[src/rtl/ps2_key_event_ctrl_if.sv]
// Byte-in / event-out signal bundle of the PS/2 key-event controller.
// The slave modport is the controller; the master modport is the byte source plus event consumer.
interface ps2_key_event_ctrl_if;
  logic       rx_valid;
  logic [7:0] rx_data;
  logic       evt_valid;
  logic [7:0] evt_code;
  logic       evt_ext;
  logic       evt_break;
  logic       evt_ready;
  logic       overflow;
  logic       clr_ovf;
  logic       busy;

  modport slave (
    input  rx_valid, rx_data, evt_ready, clr_ovf,
    output evt_valid, evt_code, evt_ext, evt_break, overflow, busy
  );

  modport master (
    output rx_valid, rx_data, evt_ready, clr_ovf,
    input  evt_valid, evt_code, evt_ext, evt_break, overflow, busy
  );
endinterface

[src/rtl/ps2_key_event_ctrl.sv]
// Turns raw PS/2 scan-code bytes into {code, ext, break} key events (E0/F0 prefixes,
// discard bytes, stale-prefix timeout) and queues them in a small FWFT FIFO.
module ps2_key_event_ctrl #(
  parameter int FIFO_DEPTH     = 4,
  parameter int TIMEOUT_CYCLES = 50000,
  parameter int TIMEOUT_W      = 16
) (
  input  logic                 clk,
  input  logic                 rst_n,
  ps2_key_event_ctrl_if.slave  bus
);

  localparam int PTR_W = $clog2(FIFO_DEPTH);
  localparam int CNT_W = PTR_W + 1;
  localparam logic [TIMEOUT_W-1:0] TERM_CNT = TIMEOUT_W'(TIMEOUT_CYCLES - 1);
  localparam logic [CNT_W-1:0]     FULL_CNT = CNT_W'(FIFO_DEPTH);

  typedef enum logic [1:0] {IDLE, EXT, BRK, EXT_BRK} state_t;

  typedef struct packed {
    logic [7:0] code;
    logic       ext;
    logic       brk;
  } evt_t;

  function automatic logic is_discard(input logic [7:0] b);
    case (b)
      8'h00, 8'hAA, 8'hEE, 8'hFA, 8'hFC, 8'hFE, 8'hFF: return 1'b1;
      default:                                          return 1'b0;
    endcase
  endfunction

  state_t               state, state_n;
  logic [TIMEOUT_W-1:0] tmo_cnt;
  logic                 timeout;
  logic                 push_req;
  evt_t                 push_evt;

  evt_t                 mem [FIFO_DEPTH];
  logic [PTR_W-1:0]     wr_ptr, rd_ptr;
  logic [CNT_W-1:0]     count;
  logic                 full, do_push, do_pop, drop;
  logic                 ovf_q;
  evt_t                 head;

  // A byte arriving on the terminal-count cycle suppresses the timeout.
  assign timeout = (state != IDLE) && (tmo_cnt == TERM_CNT) && !bus.rx_valid;

  // NOTE: sequential state uses non-blocking assignments so every register samples
  // pre-edge values; blocking here would make results depend on process order.
  always_ff @(posedge clk or negedge rst_n) begin
    if (!rst_n) begin
      state   <= IDLE;
      tmo_cnt <= '0;
    end else begin
      state <= state_n;
      if (bus.rx_valid || state == IDLE || timeout) tmo_cnt <= '0;
      else                                          tmo_cnt <= tmo_cnt + TIMEOUT_W'(1);
    end
  end

  // NOTE: every output of this block gets a default first, so no path leaves one
  // unassigned and no latch is inferred.
  always_comb begin
    state_n  = state;
    push_req = 1'b0;
    push_evt = '0;
    if (timeout) begin
      state_n = IDLE;
    end else if (bus.rx_valid) begin
      if (bus.rx_data == 8'hE0) begin
        state_n = EXT;
      end else if (bus.rx_data == 8'hF0) begin
        case (state)
          IDLE, BRK: state_n = BRK;
          default:   state_n = EXT_BRK;
        endcase
      end else if (is_discard(bus.rx_data)) begin
        state_n = IDLE;
      end else begin
        push_req      = 1'b1;
        push_evt.code = bus.rx_data;
        push_evt.ext  = (state == EXT) || (state == EXT_BRK);
        push_evt.brk  = (state == BRK) || (state == EXT_BRK);
        state_n       = IDLE;
      end
    end
  end

  assign bus.busy = (state != IDLE);

  // FIFO: a pop frees a slot in the same cycle, so push-while-full succeeds if popping.
  assign full    = (count == FULL_CNT);
  assign do_pop  = bus.evt_valid && bus.evt_ready;
  assign do_push = push_req && (!full || do_pop);
  assign drop    = push_req && full && !do_pop;

  // NOTE: the storage array has no reset; stale entries are never visible because
  // the head fields are gated by a reset count.
  always_ff @(posedge clk) begin
    if (do_push) mem[wr_ptr] <= push_evt;
  end

  always_ff @(posedge clk or negedge rst_n) begin
    if (!rst_n) begin
      wr_ptr <= '0;
      rd_ptr <= '0;
      count  <= '0;
      ovf_q  <= 1'b0;
    end else begin
      if (do_push) wr_ptr <= wr_ptr + PTR_W'(1);
      if (do_pop)  rd_ptr <= rd_ptr + PTR_W'(1);
      case ({do_push, do_pop})
        2'b10:   count <= count + CNT_W'(1);
        2'b01:   count <= count - CNT_W'(1);
        default: count <= count;
      endcase
      if (drop)             ovf_q <= 1'b1;
      else if (bus.clr_ovf) ovf_q <= 1'b0;
    end
  end

  assign head          = mem[rd_ptr];
  assign bus.evt_valid = (count != '0);
  assign bus.evt_code  = bus.evt_valid ? head.code : 8'h00;
  assign bus.evt_ext   = bus.evt_valid && head.ext;
  assign bus.evt_break = bus.evt_valid && head.brk;
  assign bus.overflow  = ovf_q;

endmodule

[src/flat_wrapper.sv]
// flat-port wrapper written by rule: the top's interface ports become plain ports
module ps2_key_event_ctrl_flat 
#(
  parameter int FIFO_DEPTH     = 4,
  parameter int TIMEOUT_CYCLES = 50000,
  parameter int TIMEOUT_W      = 16
)
  (clk, rst_n, bus_rx_valid, bus_rx_data, bus_evt_ready, bus_clr_ovf, bus_evt_valid, bus_evt_code, bus_evt_ext, bus_evt_break, bus_overflow, bus_busy);
  ps2_key_event_ctrl_if bus_i ();
  input  logic clk;
  input  logic rst_n;
  input wire logic [$bits(bus_i.rx_valid)-1:0] bus_rx_valid;
  input wire logic [$bits(bus_i.rx_data)-1:0] bus_rx_data;
  input wire logic [$bits(bus_i.evt_ready)-1:0] bus_evt_ready;
  input wire logic [$bits(bus_i.clr_ovf)-1:0] bus_clr_ovf;
  output wire logic [$bits(bus_i.evt_valid)-1:0] bus_evt_valid;
  output wire logic [$bits(bus_i.evt_code)-1:0] bus_evt_code;
  output wire logic [$bits(bus_i.evt_ext)-1:0] bus_evt_ext;
  output wire logic [$bits(bus_i.evt_break)-1:0] bus_evt_break;
  output wire logic [$bits(bus_i.overflow)-1:0] bus_overflow;
  output wire logic [$bits(bus_i.busy)-1:0] bus_busy;
  assign bus_i.rx_valid = bus_rx_valid;
  assign bus_i.rx_data = bus_rx_data;
  assign bus_i.evt_ready = bus_evt_ready;
  assign bus_i.clr_ovf = bus_clr_ovf;
  assign bus_evt_valid = bus_i.evt_valid;
  assign bus_evt_code = bus_i.evt_code;
  assign bus_evt_ext = bus_i.evt_ext;
  assign bus_evt_break = bus_i.evt_break;
  assign bus_overflow = bus_i.overflow;
  assign bus_busy = bus_i.busy;
  ps2_key_event_ctrl #(.FIFO_DEPTH(FIFO_DEPTH), .TIMEOUT_CYCLES(TIMEOUT_CYCLES), .TIMEOUT_W(TIMEOUT_W)) u_core (.clk(clk), .rst_n(rst_n), .bus(bus_i));
endmodule
[config.mk]
export PLATFORM = sky130hd
export DESIGN_NAME = ps2_key_event_ctrl_flat
export DESIGN_NICKNAME = d
export VERILOG_FILES = /design/src/rtl/ps2_key_event_ctrl_if.sv /design/src/rtl/ps2_key_event_ctrl.sv /design/src/flat_wrapper.sv
export SDC_FILE = /design/constraint.sdc
export NUM_CORES = 1
export LEC_CHECK = 0
export ABC_CLOCK_PERIOD_IN_PS = 2000
export CORE_MARGIN = 5
export CORE_UTILIZATION = 54
export CTS_BUF_LIST = sky130_fd_sc_hd__clkbuf_2 sky130_fd_sc_hd__clkbuf_4 sky130_fd_sc_hd__clkbuf_8
export CTS_CLUSTER_SIZE = 40
export DETAILED_ROUTE_END_ITERATION = 16
export GPL_TIMING_DRIVEN = 0
export PLACE_DENSITY = 0.88
export SLEW_MARGIN = 20
export SYNTH_ARGS = -nofsm -noshare
export SYNTH_HDL_FRONTEND = slang
export SYNTH_SLANG_ARGS = --single-unit
[constraint.sdc]
create_clock -name clk -period 2 [get_ports clk]
set_input_delay 0.4 -clock clk [delete_from_list [all_inputs] [get_ports clk]]
set_output_delay 0.4 -clock clk [all_outputs]
set_load 0.05 [all_outputs]
[Yosys cells after proc, flatten, opt, wreduce, memory -nomap -nowiden]
Memory sizes are Yosys's and may differ from the RTL's.
Index checks and enable logic that the tools add are counted.
Operators by class
  $add $sub $neg: 5
  equal/unequal tests: 15
  muxes and demuxes: 27
  reduce and logical (&&, ||, !) cells: 25
Operators by type and width (count)
  8-bit equality test (second input constant): 8
  10-bit 2-to-1 mux: 5
  16-bit by 1-bit adder with 16-bit output (second input constant): 1
  16-bit equality test (second input constant): 1
  16-bit 2-to-1 mux: 1
  1-bit 2-to-1 mux: 15
  1-bit logical AND: 8
  8-bit logical NOT: 1
  2-bit 2-to-1 mux: 4
  8-bit 2-to-1 mux: 1
  2-bit nonzero test: 4
  7-bit OR reduction: 1
  2-bit equality test (second input constant): 3
  3-bit case mux with 2 select lines: 1
  1-bit logical OR: 5
  2-bit by 1-bit adder with 2-bit output (second input constant): 2
  2-bit by 1-bit equality test with 1-bit output (second input constant): 2
  3-bit by 1-bit adder with 3-bit output (second input constant): 1
  3-bit equality test (second input constant): 1
  1-bit logical NOT: 3
  3-bit nonzero test: 1
  3-bit by 1-bit subtractor with 3-bit output (second input constant): 1
  2-bit logical NOT: 1
  2-bit OR reduction: 1
Storage, ports and cells
  register bits: 26
  RAM bits: 40
  bits of input ports: 13
  output and inout bits: 13
  logic and storage cells: 79
  memories kept: 1
Memories
  u_core.mem: words 4, bits a word 10, rd ports 1, clocked after memory_dff 0, write ports 1, line ps2_key_event_ctrl.sv:39  | evt_t mem [FIFO_DEPTH];

[Depth between registers and ports, before layout]
Gate-level depths: netlist of run 1.
  depth in word-level cells: 15
  mapped depth: 11
  depth with buffers taken out: 10

[Worst setup path after synthesis of run 1]
OpenSTA, ideal clock, no wires.
  path kind: register -> register
  start point: register u_core.count[0]
  end point: register u_core.count[2]
  library setup time: 133 ps
  arrival time: 2195 ps
  required time: 1867 ps
  path slack: -329 ps
  stages on the path, launching flop included: 9
  path buffers: 1
  period minus slack after synthesis: 2329 ps
  cells stage by stage: dfrtp_1 -> or3_1 -> clkbuf_1 -> nand3_1 -> fa_1 -> nor2_1 -> o2111ai_1 -> o211ai_1 -> o211ai_1
On the way
  longest elaborated chain between the ends: 6
  elaborated cells on any way between the ends: 12
  classes of those cells: 2 x add/sub; 3 x eq/ne; 1 x mux; 6 x reduce/logical
RTL lines
  from (decl): line ps2_key_event_ctrl.sv:41  | logic [CNT_W-1:0] count;
  from (signal assigned): line ps2_key_event_ctrl.sv:114  | 2'b10: count <= count + CNT_W'(1);
  from (signal assigned): line ps2_key_event_ctrl.sv:115  | 2'b01: count <= count - CNT_W'(1);
  from (signal assigned): line ps2_key_event_ctrl.sv:116  | default: count <= count;
  3-bit nonzero test (*): line ps2_key_event_ctrl.sv:124  | assign bus.evt_valid = (count != '0);
  named net bus_evt_valid: line flat_wrapper.sv:16  | output wire logic [$bits(bus_i.evt_valid)-1:0] bus_evt_valid;
  1-bit logical AND (*): line ps2_key_event_ctrl.sv:94  | assign do_pop = bus.evt_valid && bus.evt_ready;
  1-bit logical OR: line ps2_key_event_ctrl.sv:95  | assign do_push = push_req && (!full || do_pop);
  1-bit logical AND: line ps2_key_event_ctrl.sv:95
  2-bit by 1-bit equality test with 1-bit output / 2-bit equality test (equally long branches): line ps2_key_event_ctrl.sv:113  | case ({do_push, do_pop})
  3-bit case mux with 2 select lines / 2-bit nonzero test (equally long branches)
The timed path passes the listed nets; every way through them passes the cells marked *.
A chain may end at the register's enable or synchronous reset.

[Worst setup path after layout of run 1]
  start point: register u_core.rd_ptr[0]
  end point: output port bus_evt_code[3]
On the way
  longest elaborated chain between the ends: 2
RTL lines
  from (decl): line ps2_key_event_ctrl.sv:40  | logic [PTR_W-1:0] wr_ptr, rd_ptr;
  from (signal assigned): line ps2_key_event_ctrl.sv:112  | if (do_pop) rd_ptr <= rd_ptr + PTR_W'(1);
  memory read 4 x 10 bit
  8-bit 2-to-1 mux: line ps2_key_event_ctrl.sv:125  | assign bus.evt_code = bus.evt_valid ? head.code : 8'h00;
  to (decl): line flat_wrapper.sv:17  | output wire logic [$bits(bus_i.evt_code)-1:0] bus_evt_code;
Every way passes these cells.

==> run_results.csv, run 1 <==
group,metric,value,unit
outcome,outcome,"finished, violations left",
outcome,violations,"setup timing",
logic_synthesis,synth.most_common_cell,"edfxtp_1",
clock_network,cts_root_buffer,"clkbuf_8",
pwr,power_frac_clock,0.212,
clock_network,insertion_delay,350,ps
final_layout,area_growth,29.9,%
pwr,powerDensity,1430,nW/um^2
floorplan,rows,27,
logic_synthesis,synth_cell_type_count,47,
logic_synthesis,synth-edff-count,40,
sta,drv_slew,0,
final_layout,multi_input_area,1260,sq um
global_routing,grt.overflow.total,0,
worst_setup_path,r2r_start,"u_core.count[0]",
logic_synthesis,synthesis.nets,256,
pwr,p_sw,2.03,mW
global_routing,grt_start_max_net_pins,27,
logic_synthesis,syn_area,3100,sq um
logic_synthesis,yosysTopAreaCellShare,0.388,
sta,fin_crit_sh,1.09,
pwr,p_sw_frac,0.353,
job,drv_cap,0,
sta,fin_ws,-188,ps
worst_hold_path,holdCritPathClass,"primary input to async pin",
clock_network,clk_pin_slew_worst_paths,70,ps
floorplan,io_pins,26,
logic_synthesis,synthFlopType,"edfxtp_1",
logic_synthesis,synth.area.top_cells,"edfxtp_1 39%, dfrtp_1 21%, mux4_2 7.3%",
logic_synthesis,synth-seq-cells,66,
floorplan,start_util,0.559,
sta,fin_crit,2190,ps
routing,vias,2134,
sta,tightestPinTransition,582,ps
floorplan,core,5540,sq um
logic_synthesis,synthArstFlopShare,0.394,
worst_setup_path,critical_path_arrival,1790,ps
logic_synthesis,netlist_top_cells_count,"40 x edfxtp_1, 26 x dfrtp_1, 24 x nor2_1, 21 x and2_1, 15 x xnor2_1",
pwr,finalPower,5.74,mW
global_routing,grt_pass1_vias,2239,
logic_synthesis,yosys_warnings,0,
final_layout,drive_gt1_frac,0.360,
final_layout,insertedDiodeCount,0,
sta,setup_tns,-1460,ps
floorplan,die_w,85.7,um
logic_synthesis,synth_area_leader_cell,"edfxtp_1",
worst_setup_path,r2r_cells,7,
clock_network,cts_max_level,3,
routing,first_pass_iters,4,
pwr,power.leakage,1.56,nW
clock_network,clock-sinks,66,
sta,fmax,457,MHz
pwr,internal-power,3.71,mW
clock_network,holdBufCountCts,0,
floorplan,fp.dieH,85.7,um
placed_design,place_hpwl,4150,um
worst_setup_path,required,1600,ps
worst_setup_path,regToRegSetupSlack,-40,ps
sta,setup_violations,12,
global_routing,gr-usage-all-layers,0.210,
pwr,ir_worst_vdd,1.23,mV
final_layout,nNetsFinal,314,
logic_synthesis,synth_cells,237,
worst_setup_path,worstSetupEndpoint,"bus_evt_code[3]",
worst_setup_path,crit_fanout,5,
worst_setup_path,start_kind,"register",
final_layout,fill_cells,355,
worst_setup_path,startpoint,"u_core.rd_ptr[0]",
placed_design,gp_congestion,0.799,
floorplan,die-area,7350,sq um
routing,drtIter0Drc,206,
sta,fin_skew,7.20,ps
logic_synthesis,ys_seq_area_frac,0.598,
clock_network,cts_buffers,9,
routing,wire_per_inst,19.1,um
pwr,power_frac_seq,0.312,
final_layout,register_area,1850,sq um
worst_setup_path,critPathKind,"register to output pin",
routing,ant_nets,0,
logic_synthesis,avgSynthCellArea,13.1,sq um
clock_network,cts_tree,"built",
placed_design,io_buffers,25,
clock_network,cts.path.max_buffers,2,
routing,drc,0,
routing,avgViaCountPerCell,5.74,
routing,routed_wl,7110,um
worst_setup_path,r2r_end,"u_core.count[1]",
global_routing,grt_pass1_wl,11500,um
sta,slew_headroom,0.612,
worst_setup_path,critPathCaptureType,"output pin",
sta,rsz0062_at_grt,"true",
global_routing,grt_antenna_before_repair,0,
sta,hold_viol,0,
pwr,comb_power_share,0.476,
-- routing by layer --
metal  GRT usage  share of wire
met1       0.240           0.37
met2       0.365           0.53
met3      0.0644          0.064
met4      0.0863          0.027
met5           0              0
-- power by group through the flow --
stage	logic, mW	clock network (mW)	registers, mW
2_1_floorplan	1.40	0	1.81
3_3_place_gp	1.90	0	1.82
3_5_place_dp	1.95	0	1.84
4_1_cts	2.75	1.22	1.78
5_1_grt	2.89	1.30	1.81
6_report	2.73	1.22	1.79
-- cells in the final DEF (no fill, tap or decap), drive strengths merged, types with 2 or more instances in the layout --
master / instances
clkdlybuf4s50: 3
inv: 13
nand4: 3
and2: 21
clkinv: 3
ha: 5
xor2: 3
or2: 3
o21ai: 2
mux4: 10
o211ai: 2
nand2: 10
nor2: 24
edfxtp: 40
dfrtp: 26
or3: 2
clkbuf: 13
mux2i: 2
xnor2: 15
bufinv: 2
and3: 5
nor3: 9
nor4: 5
nand3: 10
buf: 46
a21oi: 3
-- state kept, by name (all words and copies together), names as in the netlist --
register / count
u_core.state: 2
u_core.mem: 40
u_core.wr_ptr: 2
u_core.bus.overflow: 1
u_core.rd_ptr: 2
u_core.tmo_cnt: 16
u_core.count: 3
-- timing repair --
action / CTS / global route
endpoints found under the setup margin: 90 / 32
pin swaps: 22 / 12
gates cloned: 2 / 0
buffers inserted: 20 / 2
resized for setup: 144 / 28
-- kinds of logic (layout without fill, tap and decap cells) --
group | count (synthesis) | count (layout) | share of synthesized area
adder cells (fa/ha/maj) | 7 | 7 | 0.0303
AO/OA/AOI/OAI | 16 | 16 | 0.0428
AND/OR/NAND/NOR | 98 | 98 | 0.169
XOR/XNOR | 18 | 18 | 0.0509
buffers and inverters | 20 | 83 | 0.0303
flip-flops | 66 | 66 | 0.598
multiplexers | 12 | 12 | 0.0792
-- critical path, stage by stage, from the launching register on --
cell and delay (ps):
dfrtp_2 410, buf_12 110, buf_12 110, mux4_2 500
and2_4 160, buf_8 140
-- cell type report --
class                      count  share of cell area
buffer                         7              0.0193
sequential                    66               0.461
inverter                      12              0.0118
multi-input combinational    151               0.314
timing repair buffer          48               0.118
clock inverter                 7              0.0230
tap                           72              0.0224
clock buffer                   9              0.0308
-- worst min-delay path by stage --
stage / to / slack [ps] / depth (start not counted)
after floorplan: u_core.bus.overflow / 100 / 0
after global placement: u_core.tmo_cnt[0] / 450 / 1
after detailed placement: u_core.tmo_cnt[5] / 430 / 1
after CTS: u_core.tmo_cnt[9] / 70 / 1
after global routing: u_core.tmo_cnt[15] / 90 / 1
final: u_core.tmo_cnt[5] / 50 / 1
-- metrics by stage --
stage | setup slack, ps | utilization | cells | hold WS (ps) | instance area [sq um]
final | -188 | 0.726 | 372 | 50.1 | 4020
after global routing | -265 | 0.726 | 372 | 87.5 | 4020
after CTS | -187 | 0.722 | 371 | 71.4 | 4000
after detailed placement | -1010 | 0.622 | 334 | 435 | 3450
after global placement | -953 | 0.623 | 334 | 451 | 3450
after floorplan | -209 | - | 237 | 104 | 3110
No activity file was read; power rests on OpenSTA's default activity.
==> inputs of run 2 (changes only) <==
Settings changed: ABC_CLOCK_PERIOD_IN_PS 2000 to 2200, CORE_UTILIZATION 54 to 55, PLACE_DENSITY 0.88 to 0.86, SLEW_MARGIN 20 to 10.
Clock period 2 ns to 2.2 ns, I/O delays scaled along.
==> run 2 against run 1 <==
  * Global-route usage decreased by 3.0 points
  * Via count down 6.7%
  * Critical path depth is 1 lower
  * Die area shrank 1.6%
  * Combinational power fell by 26%
  * Critical path type unchanged
  * Non-clock buffer count decreased by 10
  * Design area down 6.2%
  * Largest power group unchanged
  * Clock skew about the same
  * Cell count shrank 2.7%
  * Sequential share of layout area increased by 3.1 points
  * The run now ends clean
==> run_results.csv, run 2 (synthesized netlist as in run 1, its figures left out) <==
group,metric,value,unit
worst_setup_path,critical_path_arrival,1730,ps
clock_network,insertion_delay,340,ps
sta,tightestPinTransition,593,ps
floorplan,start_util,0.563,
job,drv_cap,0,
pwr,powerDensity,1230,nW/um^2
routing,avgViaCountPerCell,5.50,
global_routing,gr-usage-all-layers,0.179,
final_layout,nNetsFinal,304,
final_layout,regMostFlops,"u_core.mem",
placed_design,dp_slack,-805,ps
placed_design,place_hpwl,3950,um
clock_network,holdBufCountCts,0,
final_layout,layout_common_cells,"40 x edfxtp_1, 23 x nor2_1, 23 x dfrtp_1",
clock_network,cts.path.max_buffers,2,
floorplan,die_w,85.1,um
worst_setup_path,r2r_end,"u_core.count[1]",
sta,fin_skew,7.66,ps
pwr,internal-power,2.94,mW
routing,wire_per_inst,16.5,um
sta,fin_crit_sh,0.988,
clock_network,clk_pin_slew_worst_paths,70,ps
pwr,power_frac_seq,0.357,
clock_network,cts_max_level,3,
pwr,power.leakage,1.45,nW
global_routing,grt_util_met3,0.0466,
routing,ant_nets,0,
pwr,p_sw_frac,0.364,
worst_setup_path,required,1760,ps
worst_setup_path,r2r_start,"u_core.count[2]",
worst_setup_path,start_kind,"register",
pwr,comb_power_share,0.434,
floorplan,rows,27,
worst_setup_path,worstPathBufferInverterCount,2,
worst_setup_path,regToRegSetupSlack,120,ps
global_routing,grt_pass1_wl,9880,um
worst_setup_path,critPathCaptureType,"output pin",
worst_setup_path,critPathKind,"register to output pin",
sta,drv_slew,0,
worst_setup_path,r2r_cells,7,
final_layout,largestRegisters,"u_core.mem: 40 flops, u_core.tmo_cnt: 16 flops, u_core.count: 3 flops",
sta,slew_headroom,0.605,
global_routing,grt_use_met1,0.219,
pwr,finalPower,4.63,mW
pwr,p_sw,1.68,mW
worst_hold_path,holdCritPathClass,"primary input to async pin",
worst_setup_path,crit_fanout,9,
worst_setup_path,slowest_delay,500,ps
clock_network,cts_tree,"built",
floorplan,die-area,7230,sq um
sta,hold_viol,0,
final_layout,drive_gt1_frac,0.331,
global_routing,grt.overflow.total,0,
worst_setup_path,path_delay_family,"multiplexers",
worst_setup_path,critical-path-slowest-cell,"mux4_2",
global_routing,busiest_layer,"met2",
final_layout,insertedDiodeCount,0,
pwr,ir_worst_vdd,0.954,mV
routing,first_pass_iters,4,
final_layout,area_growth,21.9,%
floorplan,fp.dieH,85.1,um
routing,drc,0,
routing,routed_wl,5960,um
outcome,outcome,"complete, no violations",
placed_design,io_buffers,25,
sta,rsz0062_at_grt,"true",
sta,fin_crit,2170,ps
global_routing,met2_usage,0.300,
sta,setup_violations,0,
floorplan,core,5510,sq um
clock_network,clock-sinks,66,
worst_setup_path,path_cells,"buf_12 > mux4_2 > and2_4 > buf_6",
sta,fin_ws,26.3,ps
routing,drtIter0Drc,113,
clock_network,cts_root_buffer,"clkbuf_8",
global_routing,grt_pass1_vias,1994,
floorplan,io_pins,26,
global_routing,grt_antenna_before_repair,0,
global_routing,grt_start_max_net_pins,27,
placed_design,gp_congestion,0.845,
pwr,power_frac_clock,0.209,
sta,fmax,460,MHz
final_layout,largest_reg_flops,40,
final_layout,fill_cells,386,
routing,vias,1992,
clock_network,cts_buffers,9,
final_layout,final_common_cell,"edfxtp_1",
[run 2: worst max path at each step]
stage,start,end,slack (ps),cells after the start
2_1_floorplan,bus_rx_data[4],u_core.count[1],-50,10
3_3_place_gp,bus_rx_data[3],u_core.count[2],-770,12
3_5_place_dp,bus_rx_data[3],u_core.count[1],-810,11
4_1_cts,u_core.rd_ptr[0],bus_evt_code[7],-30,4
5_1_grt,u_core.rd_ptr[0],bus_evt_code[7],-40,4
6_report,u_core.rd_ptr[0],bus_evt_code[7],30,4
[run 2: routing by layer]
metal	part of all wire	vias to the layer above
met5	0	-
met4	0.016	0
met3	0.041	8
met2	0.52	44
met1	0.42	983
li1	-	957
[run 2: power groups by stage]
stage,Clock [mW],Sequential [mW],Combinational (mW)
finish,0.968,1.65,2.01
global route,1.07,1.67,2.14
CTS,0.997,1.65,1.97
detailed placement,0,1.67,1.78
global placement,0,1.65,1.75
floorplan,0,1.65,1.28
[run 2: timing repair]
item                                    in CTS  in global routing
endpoints found under the setup margin      54                 10
buffers inserted                             5                  8
pin swaps                                   12                  8
gates cloned                                 0                  0
gates resized for setup                    108                 25
[run 2: stage by stage]
step / utilization / setup TNS, ps / area (sq um) / std cells / hold slack [ps]
floorplan: - / -55.2 / 3110 / 237 / 144
detailed placement: 0.627 / -38500 / 3450 / 334 / 456
CTS: 0.678 / -53.1 / 3730 / 354 / 482
global placement: 0.627 / -34380 / 3450 / 334 / 449
global route: 0.686 / -333 / 3780 / 362 / 118
finish: 0.686 / 0 / 3780 / 362 / 90.2
[run 2: worst register-to-register path, delay by kind of cell, from the launching register on]
family          cells  cell delay (ps)
buf+inv             2              270
flops               1              440
fa+ha+maj           1              440
simple gates        2              510
compound gates      2              320
[run 2: area by class of cell]
type                    instances  area (sq um)  area share
multi-input cells             151          1230       0.325
clock buffers                   9           124      0.0328
plain buffers                   7          60.1      0.0159
inverters                      12          45.0      0.0119
clock inverters                 7          68.8      0.0182
repair buffers                 38           304      0.0805
flip-flops and latches         66          1860       0.491
well taps                      72          90.1      0.0239
==> inputs of run 3 (changes only) <==
Settings changed: SLEW_MARGIN 10 to 20.
==> results of run 3 <==
Final layout, timing and power as in run 2 (identical DEF).
